<file path="config.mk">
export PLATFORM = sky130hd
export DESIGN_NAME = uart_cmd_parser
export DESIGN_NICKNAME = d
export VERILOG_FILES = /design/src/rtl/uart_cmd_parser.sv
export SDC_FILE = /design/constraint.sdc
export NUM_CORES = 1
export LEC_CHECK = 0
export CORE_ASPECT_RATIO = 1.5
export CORE_MARGIN = 3
export CORE_UTILIZATION = 30
export CTS_CLUSTER_SIZE = 12
export DETAILED_ROUTE_END_ITERATION = 16
export PLACE_DENSITY_LB_ADDON = 0.1
export RECOVER_POWER = 100
export SYNTH_ARGS = -nofsm -noshare
export SYNTH_HDL_FRONTEND = slang
export SYNTH_SLANG_ARGS = --single-unit
export TNS_END_PERCENT = 100
</file>
<file path="constraint.sdc">
create_clock -name clk -period 3.2 [get_ports clk]
set_clock_uncertainty 0.1 [all_clocks]
set_input_delay 0.32 -clock clk [delete_from_list [all_inputs] [get_ports clk]]
set_output_delay 0.32 -clock clk [all_outputs]
set_load 0.05 [all_outputs]
</file>
<file path="src/rtl/uart_cmd_parser.sv">
// Frame controller behind the UART RX: assembles HEADER/ADDR/DATA_H/DATA_L/CHK frames
// into config writes on a valid/ready port, dropping bad, stalled or overrunning frames.
module uart_cmd_parser #(
    parameter int                DATA_W  = 8,
    parameter logic [DATA_W-1:0] HEADER  = 8'h55,
    parameter int                TIMEOUT = 26040,
    parameter int                TO_W    = 32
) (
    input  logic                  clk,
    input  logic                  rst_n,
    input  logic [DATA_W-1:0]     byte_in,
    input  logic                  byte_vld,
    output logic [DATA_W-1:0]     cfg_addr,
    output logic [2*DATA_W-1:0]   cfg_wdata,
    output logic                  cfg_vld,
    input  logic                  cfg_rdy,
    output logic                  err_chk,
    output logic                  err_to,
    output logic                  err_ovf,
    output logic                  busy
);

    typedef enum logic [2:0] {S_IDLE, S_ADDR, S_DH, S_DL, S_CHK, S_OUT} state_t;

    state_t            state, state_nxt;
    logic [TO_W-1:0]   to_cnt;
    logic [DATA_W-1:0] addr_q, dh_q, dl_q;
    logic [DATA_W-1:0] sum;
    logic              in_frame, to_hit, chk_ok;
    logic              err_chk_d, err_to_d, err_ovf_d, busy_d, vld_d, load_cfg;

    assign sum      = addr_q + dh_q + dl_q;
    assign chk_ok   = (byte_in == sum);
    assign in_frame = (state == S_ADDR) || (state == S_DH) || (state == S_DL) || (state == S_CHK);
    // A byte on the terminal count wins over the timeout.
    assign to_hit   = in_frame && !byte_vld && (to_cnt == TO_W'(TIMEOUT - 1));

    always_ff @(posedge clk or negedge rst_n) begin
        if (!rst_n) state <= S_IDLE;
        else        state <= state_nxt;
    end

    always_comb begin
        state_nxt = state;
        case (state)
            S_IDLE: if (byte_vld && byte_in == HEADER) state_nxt = S_ADDR;
            S_ADDR: if (byte_vld) state_nxt = S_DH; else if (to_hit) state_nxt = S_IDLE;
            S_DH:   if (byte_vld) state_nxt = S_DL; else if (to_hit) state_nxt = S_IDLE;
            S_DL:   if (byte_vld) state_nxt = S_CHK; else if (to_hit) state_nxt = S_IDLE;
            S_CHK: begin
                if (byte_vld)    state_nxt = chk_ok ? S_OUT : S_IDLE;
                else if (to_hit) state_nxt = S_IDLE;
            end
            S_OUT:  if (cfg_rdy) state_nxt = S_IDLE;
            default: state_nxt = S_IDLE;
        endcase
    end

    always_comb begin
        err_chk_d = (state == S_CHK) && byte_vld && !chk_ok;
        err_to_d  = to_hit;
        err_ovf_d = (state == S_OUT) && byte_vld;
        busy_d    = (state_nxt != S_IDLE);
        vld_d     = (state_nxt == S_OUT);
        load_cfg  = (state == S_CHK) && (state_nxt == S_OUT);
    end

    always_ff @(posedge clk or negedge rst_n) begin
        if (!rst_n) begin
            to_cnt <= '0;
        end else if (byte_vld || to_hit || !in_frame) begin
            to_cnt <= '0;
        end else begin
            to_cnt <= to_cnt + TO_W'(1);
        end
    end

    always_ff @(posedge clk or negedge rst_n) begin
        if (!rst_n) begin
            addr_q <= '0;
            dh_q   <= '0;
            dl_q   <= '0;
        end else if (byte_vld) begin
            case (state)
                S_ADDR:  addr_q <= byte_in;
                S_DH:    dh_q   <= byte_in;
                S_DL:    dl_q   <= byte_in;
                default: ;
            endcase
        end
    end

    // Output regs hold the last accepted frame so data stays stable while cfg_vld waits.
    always_ff @(posedge clk or negedge rst_n) begin
        if (!rst_n) begin
            cfg_addr  <= '0;
            cfg_wdata <= '0;
            cfg_vld   <= 1'b0;
            err_chk   <= 1'b0;
            err_to    <= 1'b0;
            err_ovf   <= 1'b0;
            busy      <= 1'b0;
        end else begin
            if (load_cfg) begin
                cfg_addr  <= addr_q;
                cfg_wdata <= {dh_q, dl_q};
            end
            cfg_vld <= vld_d;
            err_chk <= err_chk_d;
            err_to  <= err_to_d;
            err_ovf <= err_ovf_d;
            busy    <= busy_d;
        end
    end

endmodule
</file>
==> run metrics, run 1 <==
initial DRC count 72; HP Class flip-flop to flip-flop; DIE AREA 16,100 um^2; number of I/O port buffers 40; number of synthesized register bits 88; vias per cell 4.66; pwr/cell area 860 nW/um^2; Max-slew headroom 0.161; Seq/Total Area, Yosys 0.505; Hold Vio Cnt, Final 0; MaxCap Viol Count 0; grt total ovfl 0; Worst-path clk slew 0.06 ns; fin crit share 1.03; setup violators final 24; first-pass GRT wire length 16,800 um; Row Count 53; hold_ws 0.373 ns; Vias 2,964; FF+latch area 2200 um^2; largest cells by area after synthesis dfrtp_1 (50%), mux2_2 (7.0%), mux2_4 (6.5%), xnor2_1 (5.8%), nor2_1 (3.8%); kind of critical path flip-flop to flip-flop; clock root cell clkbuf_16; Core ar. 14,100 um^2; final WL 10,100 um; Design Power 0.00472 W; Post-synth EDFFs 0; Filler cells 1,389; Critical Path Sink Type flip-flop; DR WL/cell 15.9 um; CTS Buf Count 9; status finished with violations; Mapped Area 4360 um^2; Cells after Synth 375; Setup Slack @ Placement -0.204 ns; non-filler cells in the finished layout 636; RSZ-0062 raised after global routing yes; synth unique cells 39; Die Ht 154 um; Worst-Margin Slew 1.26 ns; initial antenna violation count 0; ys flop type dfrtp_1; gpl congestion 0.832; number of synthesis warnings 0; vias in the first global route 3,302; Final Critical Period 3.30 ns; Worst Path Required 3.32 ns; initial core utilization 0.309; post-synth top area share 0.505; critical-path maximum fanout 7; largest net degree at the start of global routing 50; layout cells sized above 1 0.214; most common cell after layout, fill and taps aside dfrtp_1; final antenna-violating net count 0; die width 104 um; Clock Sinks 88; ant diodes 0; syn avg cell area 11.6 um^2; met1 usage 0.144; Detail Placement HPWL 7280 um; Initial DRT Pass Iterations 4; CTS tree yes; CP arrival 3.42 ns; syn nets 402; post-synth top area cell dfrtp_1; Final Max Tran Viols 0; DRC Markers 0; area of the multi-input gates 2090 um^2; met2 Use GR 0.243; met3 track demand over resource 0.0281; Ports 41; Worst-Skew Late Latency 0.34 ns; Setup WS post-layout -0.102 ns; global-route usage over all layers 0.132; Startpoint Class flip-flop; Post-Place Cells 617; Layout Nets 467; P&R area growth vs syn 25.7%; LEAKAGE 2.41 nW; ys async rst share 1.00; Peak VDD IR 0.000441 V; H-Tree Depth 3; most frequent cells in the layout dfrtp_1 (88), nor2_1 (44), dlygate4sd3_1 (30); global routing's busiest layer met2; top achievable clock speed 303 MHz; clk buf depth 2; failing checks negative setup slack
[cell type report]
cell class	instances	area share
flip-flops and latches	88	0.402
clock inverters	4	0.00981
multi-input cells	267	0.381
well taps	192	0.0438
clock buffers	11	0.0461
inverters	9	0.00616
repair buffers	65	0.112
[cell families (layout without fill, tap and decap cells)]
| group | after synthesis | after routing | share of synthesized area |
|---|---|---|---|
| XOR/XNOR | 43 | 43 | 0.0863 |
| adder cells (fa/ha/maj) | 15 | 15 | 0.0568 |
| multiplexers | 46 | 46 | 0.135 |
| AO/OA/AOI/OAI | 33 | 33 | 0.0436 |
| flip-flops | 88 | 88 | 0.505 |
| buffers and inverters | 20 | 89 | 0.0278 |
| AND/OR/NAND/NOR | 130 | 130 | 0.146 |
[through the flow]
stage	setup TNS [ns]	area, um^2	utilization
detailed placement	-4.02	5110	0.362
CTS	-2.67	5470	0.387
global placement	-1.56	5110	0.362
finish	-1.77	5480	0.388
floorplan	0	4370	-
global route	-5.27	5480	0.388
[flip-flops by register name, summed over array words and instances, names as in the netlist]
register	cells
busy	1
err_to	1
cfg_addr	8
cfg_wdata	16
dl_q	8
state	3
err_ovf	1
dh_q	8
to_cnt	32
cfg_vld	1
addr_q	8
err_chk	1
[critical path: stages (launching register included)]
cell	delay, ns
dfrtp_1	0.40
fa_1	0.55
ha_2	0.19
fa_2	0.44
xor2_1	0.17
nor4_1	0.24
nand3_1	0.15
nor3_2	0.15
and4_4	0.30
clkbuf_16	0.19
mux2_4	0.30
[path summary, 6_finish.rpt]
kind	from	to	slack (ns)	depth (start not counted)
worst max-delay path	addr_q[1]$_DFFE_PN0P_	cfg_addr[2]$_DFFE_PN0P_	-0.10	10
worst min-delay path	to_cnt[0]$_DFF_PN0_	to_cnt[0]$_DFF_PN0_	0.37	1
worst max register to register	addr_q[1]$_DFFE_PN0P_	cfg_addr[2]$_DFFE_PN0P_	-0.10	10
worst min register to register	to_cnt[0]$_DFF_PN0_	to_cnt[0]$_DFF_PN0_	0.37	1
max in group asynchronous	rst_n	addr_q[2]$_DFFE_PN0P_	0.70	3
min in group asynchronous	rst_n	to_cnt[8]$_DFF_PN0_	0.69	2
[power breakdown]
group          total [W]  leakage [nW]  switching [W]  internal [W]
logic            0.00213          1.08        0.00108       0.00105
registers        0.00150          1.18       0.000197       0.00131
clock network    0.00108         0.144       0.000437      0.000645
total            0.00472          2.41        0.00172       0.00300
[metal layers]
layer / part of all wire / routed length [um] / vias to the layer above
li1: - / - / 1420
met1: 0.40 / 4080 / 1473
met2: 0.54 / 5490 / 49
met3: 0.026 / 261 / 22
met4: 0.026 / 266 / 0
met5: 0 / 0 / -
[cells in the mapped netlist (2+ instances only)]
cell type  number
a21o_1          3
a21oi_1        11
and2_1          2
and3_1          4
and4_1          2
buf_12          2
buf_2           5
clkbuf_1        3
dfrtp_1        88
fa_1            8
ha_1            7
inv_1           9
mux2_2         27
mux2_4         19
nand2_1        26
nand3_1        14
nand4_1         6
nor2_1         44
nor2b_1         3
nor3_1          9
nor3b_1         2
nor4_1          5
o21ai_0        12
o31ai_1         2
or2_2           2
or3_1           5
or4_1           2
xnor2_1        29
xor2_1         14
[what timing repair did]
item                                    in CTS  in global routing
endpoints found under the setup margin      25                 25
pin swaps                                    1                  4
gates cloned                                 0                  1
setup buffers                                2                  0
hold buffers                                 1                  0
endpoints found under the hold margin       48                  0
resized for setup                            9                  5
Power figures use the tool's default switching activity.
==> run 2, diff against run 1 <==
DONT_BUFFER_PORTS = 1   (was default)
==> run 2 against run 1 <==
  * The run ends with max-capacitance violations, max-slew violations, negative setup slack left
  * Critical path depth up 1
  * First-iteration DRC count is 65% higher
  * Combinational power up 5%
  * Maximum frequency shrank 0.98%
  * Cell count fell by 5.3%
  * Core utilization is 2.5 points lower
  * Die area is the same
  * Largest cell class unchanged
==> run metrics, run 2 (same netlist as run 1, synthesis figures left out) <==
Worst-path clk slew 0.07 ns (about the same); Ports 41 (unchanged); clock share of power 0.223 (-0.006); Clock Sinks 88 (unchanged); Crit path max-delay family adder cells; HP Class input pin to flip-flop; initial DRC count 119 (+65%); max reg flops 32 (unchanged); MaxCap Viol Count 1 (+1); most common cell after layout, fill and taps aside dfrtp_1; DRC Markers 0 (unchanged); status finished with violations; top achievable clock speed 300 MHz (-0.98%); CP max stage cell fa_1; vias per cell 4.70 (+0.84%); grt total ovfl 0 (unchanged); Die Ht 154 um (unchanged); Worst-Skew Late Latency 0.34 ns (about the same); die width 104 um (unchanged); Worst Path Required 3.33 ns (about the same); gpl congestion 0.831 (about the same); Final Max Tran Viols 89 (+89); first-pass GRT wire length 16,300 um (-3.0%); clk buf depth 2 (unchanged); Row Count 53 (unchanged); Peak VDD IR 0.000406 V (-8.0%); Detail Placement HPWL 6940 um (-4.7%); Top Registers to_cnt: 32 flops, cfg_wdata: 16 flops; hold_ws 0.0243 ns (-0.348 ns); H-Tree Depth 3 (unchanged); P&R area growth vs syn 17.7%; Design Power 0.00489 W (+3.6%); CTS Buf Count 9 (unchanged); Vias 2,829 (-4.6%); CP arrival 3.46 ns (+0.04 ns); failing checks max-capacitance violations, max-slew violations, negative setup slack; Final Critical Period 3.33 ns (+0.0326 ns); fin crit share 1.04 (+0.0102); Critical Path Sink Type flip-flop; final antenna-violating net count 0 (unchanged); placed cell area 4700 um^2 (-8.0%); CTS tree yes; number of I/O port buffers 0 (-100%); Max-slew headroom -0.467 (-0.628); worst path buffer plus inverter count 1 (unchanged); setup violators final 24 (unchanged); most frequent cells in the layout dfrtp_1 (88), nor2_1 (44), xnor2_1 (28); Sw Share 0.362 (-0.00176); CP Cell Sequence fa_1, ha_2, fa_2, a21o_1, a21oi_2, o21ai_1, xnor2_1, nor3_2, and4_4, clkbuf_16, mux2_4; global-route usage over all layers 0.129 (-0.00220); LEAKAGE 2.19 nW (-9.0%); RSZ-0062 raised after global routing yes; Sequential Power Share 0.319 (about the same); clock root cell clkbuf_16; critical-path maximum fanout 7 (unchanged); largest net degree at the start of global routing 89 (+78%); initial core utilization 0.309 (unchanged); Int Power 0.00312 W (+3.8%); Post-Place Cells 577 (-6.5%); net switching power figure 0.00177 W (+3.1%); kind of critical path flip-flop to flip-flop; DR WL/cell 16.6 um (+4.4%); Setup WS post-layout -0.135 ns (-0.0327 ns); non-filler cells in the finished layout 602 (-5.3%); vias in the first global route 3,073 (-6.9%); layout cells sized above 1 0.249 (+0.0348); Gate power share 0.458 (+0.006); initial antenna violation count 0 (unchanged); Worst-Margin Slew 2.20 ns (+0.942 ns); pwr/cell area 952 nW/um^2 (+11%); Startpoint Class flip-flop; CP max stage delay 0.48 ns (-0.07 ns); final core occ 0.364 (-0.0247); Most flops, register to_cnt; final WL 9980 um (-1.2%); DIE AREA 16,100 um^2 (unchanged); Hold Vio Cnt, Final 0 (unchanged); fin area 5130 um^2 (-6.4%); Initial DRT Pass Iterations 5 (+1); Layout Nets 432 (-7.5%); ant diodes 0 (unchanged); Core ar. 14,100 um^2 (unchanged)
==> run 2: cell types whose count changed in the layout (fill, tap and decap cells not counted), sizes merged <==
cell,previous run,this run
buf,18,23
clkbuf,18,16
clkdlybuf4s50,10,0
clkinv,1,2
dlygate4sd3,30,2
==> run 2: timing repair <==
item,CTS,global route
endpoints found under the hold margin,90,0
hold buffers,3,0
gates cloned,0,1
pin swaps,0,11
endpoints found under the setup margin,24,26
resized for setup,9,8
buffers inserted,1,4
==> run 2: final cells by class <==
cell class	count	area, um^2
Fill cell	1426	8990
Sequential cell	88	2200
Multi-Input combinational cell	267	2090
Timing Repair Buffer	30	260
Clock buffer	11	253
Tap cell	192	240
Clock inverter	5	55.1
Inverter	9	33.8
==> run 2: metrics by stage <==
stage	setup TNS, ns	setup WS [ns]
after CTS	-1.85	-0.120
after global placement	-2.23	-0.124
after floorplan	0	0.00862
after global routing	-6.34	-0.270
final	-2.61	-0.135
after detailed placement	-3.15	-0.168
==> run 2: worst paths after layout <==
| check | depth (start not counted) | slack, ns | start | endpoint |
|---|---|---|---|---|
| setup / recovery | 11 | -0.13 | dl_q[1]$_DFFE_PN0P_ | cfg_addr[1]$_DFFE_PN0P_ |
| setup reg to reg | 11 | -0.13 | dl_q[1]$_DFFE_PN0P_ | cfg_addr[1]$_DFFE_PN0P_ |
| min in group asynchronous | 2 | 1.09 | rst_n | to_cnt[7]$_DFF_PN0_ |
| max in group asynchronous | 2 | 0.60 | rst_n | addr_q[1]$_DFFE_PN0P_ |
| hold / removal | 1 | 0.02 | byte_in[6] | dl_q[6]$_DFFE_PN0P_ |
| hold reg to reg | 1 | 0.37 | to_cnt[0]$_DFF_PN0_ | to_cnt[0]$_DFF_PN0_ |
==> run 2: routing by layer <==
metal  vias to the layer above  GRT usage  part of all wire
met4                         0     0.0634             0.027
met1                      1412      0.143              0.40
met3                        18     0.0265             0.036
met5                         -          0                 0
li1                       1356          -                 -
met2                        43      0.234              0.54
==> run 2: power by group through the flow <==
stage	Clock [W]	Sequential [W]	Combinational (W)
2_1_floorplan	0	0.00151	0.00150
3_3_place_gp	0	0.00158	0.00205
3_5_place_dp	0	0.00158	0.00207
4_1_cts	0.00113	0.00156	0.00215
5_1_grt	0.00116	0.00160	0.00248
6_report	0.00109	0.00156	0.00224
==> run 3, diff against run 2 <==
clock period = 2.9 ns   (was 3.2 ns; I/O delays follow)
==> run 3 against run 2 <==
  * The run still ends with max-capacitance violations, max-slew violations, negative setup slack left
  * Register-to-register slack got worse by 0.27 ns
  * Worst setup slack worse by 0.27 ns
  * Maximum frequency up 0.81%
  * Critical path depth fell by 1
  * Non-clock buffer count rose by 17
  * Die area unchanged
  * Clock power up 5%
  * Hold slack better by 0.061 ns
  * Design area up 2.5%
  * Critical path type unchanged
  * Critical endpoint is now cfg_wdata[3]$_DFFE_PN0P_
  * Largest cell class unchanged
  * Largest power group unchanged
==> run metrics, run 3 (same netlist as run 1, synthesis figures left out) <==
Critical Path Sink Type flip-flop; Int Power 0.00350 W (+12%); DRC Markers 0 (unchanged); initial core utilization 0.309 (unchanged); global-route usage over all layers 0.135 (+0.00560); Sequential Power Share 0.313 (-0.006); DIE AREA 16,100 um^2 (unchanged); status finished with violations; MaxCap Viol Count 1 (unchanged); CP max stage delay 0.55 ns (+0.07 ns); Final Max Tran Viols 89 (unchanged); initial DRC count 65 (-45%); Top Registers to_cnt: 32 flops, cfg_wdata: 16 flops; Detail Placement HPWL 7150 um (+3.0%); CTS tree yes; kind of critical path flip-flop to flip-flop; Die Ht 154 um (unchanged); Vias 2,903 (+2.6%); clock share of power 0.209 (-0.014); CP max stage cell fa_1; Startpoint Class flip-flop; DR WL/cell 16.4 um (-0.86%); HP Class input pin to flip-flop; final core occ 0.373 (+0.00912); most frequent cells in the layout dfrtp_1 (88), nor2_1 (41), buf_4 (31); critical-path maximum fanout 12 (+5); gpl congestion 0.790 (-5.0%); Layout Nets 449 (+3.9%); top achievable clock speed 302 MHz (+0.81%); Gate power share 0.477 (+0.019); Max-slew headroom -0.328 (+0.138); most common cell after layout, fill and taps aside dfrtp_1; Hold Startpoint byte_vld; pwr/cell area 1040 nW/um^2 (+8.8%); CP arrival 3.43 ns (-0.03 ns); Critical Path Source addr_q[1]$_DFFE_PN0P_; Initial DRT Pass Iterations 4 (-1); fin area 5260 um^2 (+2.5%); initial antenna violation count 0 (unchanged); setup violators final 29 (+21%); RSZ-0062 raised after global routing yes; Peak VDD IR 0.000522 V (+29%); CP Cell Sequence fa_1, ha_2, fa_2, xor2_1, nor4_2, nand3_1, nor3_2, and4_4, buf_12, mux2_4; placed cell area 4830 um^2 (+2.9%); Row Count 53 (unchanged); Sw Share 0.358 (-0.00447); max reg flops 32 (unchanged); FF-to-FF Start addr_q[1]$_DFFE_PN0P_; largest net degree at the start of global routing 89 (unchanged); CTS Buf Count 9 (unchanged); ant diodes 0 (unchanged); vias in the first global route 3,252 (+5.8%); Most flops, register to_cnt; grt total ovfl 0 (unchanged); fin crit share 1.14 (+0.0986); clk buf depth 2 (unchanged); final WL 10,200 um (+1.9%); Hold Vio Cnt, Final 0 (unchanged); LEAKAGE 2.25 nW (+2.9%); Final Critical Period 3.31 ns (-0.0268 ns); Ports 41 (unchanged); P&R area growth vs syn 20.6%; failing checks max-capacitance violations, max-slew violations, negative setup slack; number of I/O port buffers 0 (unchanged); H-Tree Depth 3 (unchanged); Crit path max-delay family adder cells; worst path buffer plus inverter count 1 (unchanged); Core ar. 14,100 um^2 (unchanged); layout cells sized above 1 0.265 (+0.0159); Clock Sinks 88 (unchanged); clock root cell clkbuf_16; first-pass GRT wire length 17,000 um (+4.5%); Setup WS post-layout -0.408 ns (-0.273 ns); die width 104 um (unchanged); Worst Path Required 3.02 ns (-0.31 ns); Design Power 0.00545 W (+12%); Worst-Margin Slew 1.99 ns (-0.208 ns); vias per cell 4.69 (-0.20%); Filler cells 1,416 (-0.70%); Worst-Skew Late Latency 0.34 ns (about the same); Worst-path clk slew 0.06 ns (about the same); net switching power figure 0.00195 W (+10%); final antenna-violating net count 0 (unchanged)
-- run 3: cell count changes in the layout (fill, tap and decap cells not counted), moves of 2 or more --
cell,before,now
buf_4,21,31
dlygate4sd3_1,2,10
clkbuf_8,2,0
nor2_2,0,3
nor2_1,44,41
-- run 3: power by group through the flow --
stage          Sequential (W)  Combinational, W  Clock, W
5_1_grt               0.00175           0.00293   0.00124
2_1_floorplan         0.00167           0.00166         0
3_3_place_gp          0.00173           0.00250         0
3_5_place_dp          0.00173           0.00252         0
6_report              0.00171           0.00260   0.00114
4_1_cts               0.00171           0.00264   0.00119
-- run 3: metrics by stage --
stage / cells / hold WS (ns) / worst slack [ns] / TNS (ns)
2_1_floorplan: 375 / -0.106 / -0.253 / -5.56
3_3_place_gp: 591 / -0.101 / -0.512 / -12.81
3_5_place_dp: 591 / -0.102 / -0.577 / -14.47
4_1_cts: 618 / 0.0676 / -0.448 / -10.74
5_1_grt: 619 / 0.0915 / -0.529 / -13.44
6_report: 619 / 0.0848 / -0.408 / -9.92
-- run 3: per-layer routing --
layer / share of wire / wire length (um) / vias to the layer above / global-route usage
met4: 0.023 / 237 / 0 / 0.0545
met5: 0 / 0 / - / 0
li1: - / - / 1381 / -
met2: 0.55 / 5630 / 45 / 0.251
met1: 0.39 / 3920 / 1459 / 0.145
met3: 0.038 / 382 / 18 / 0.0328
-- run 3: area by class of cell --
type,count,area (um^2),share of cell area
well taps,192,240,0.0456
clock buffers,10,229,0.0435
clock inverters,6,60.1,0.0114
inverters,9,33.8,0.00642
flip-flops and latches,88,2200,0.418
repair buffers,47,398,0.0756
multi-input cells,267,2100,0.399
-- run 3: worst paths after layout --
kind                                             to  slack, ns  cells after the start
max reg2reg                cfg_wdata[3]$_DFFE_PN0P_      -0.41                     10
max in group asynchronous   cfg_addr[3]$_DFFE_PN0P_       0.54                      2
min in group asynchronous      to_cnt[13]$_DFF_PN0_       0.96                      2
max                        cfg_wdata[3]$_DFFE_PN0P_      -0.41                     10
min reg2reg                     to_cnt[0]$_DFF_PN0_       0.36                      1
min                                err_to$_DFF_PN0_       0.08                      3
-- run 3: worst reg2reg max path: cells and delay by family (launching register included) --
family | cells | cell delay [ns]
adder cells (fa/ha/maj) | 3 | 1.18
AND/OR/NAND/NOR | 4 | 0.87
flip-flops | 1 | 0.40
multiplexers | 1 | 0.31
XOR/XNOR | 1 | 0.16
buffers and inverters | 1 | 0.16
-- run 3: repair_timing --
item,CTS,global route
resized for setup,13,2
setup buffers,1,1
pin swaps,7,1
endpoints found under the setup margin,29,29
hold endpoints to repair,113,0
hold buffers,11,0
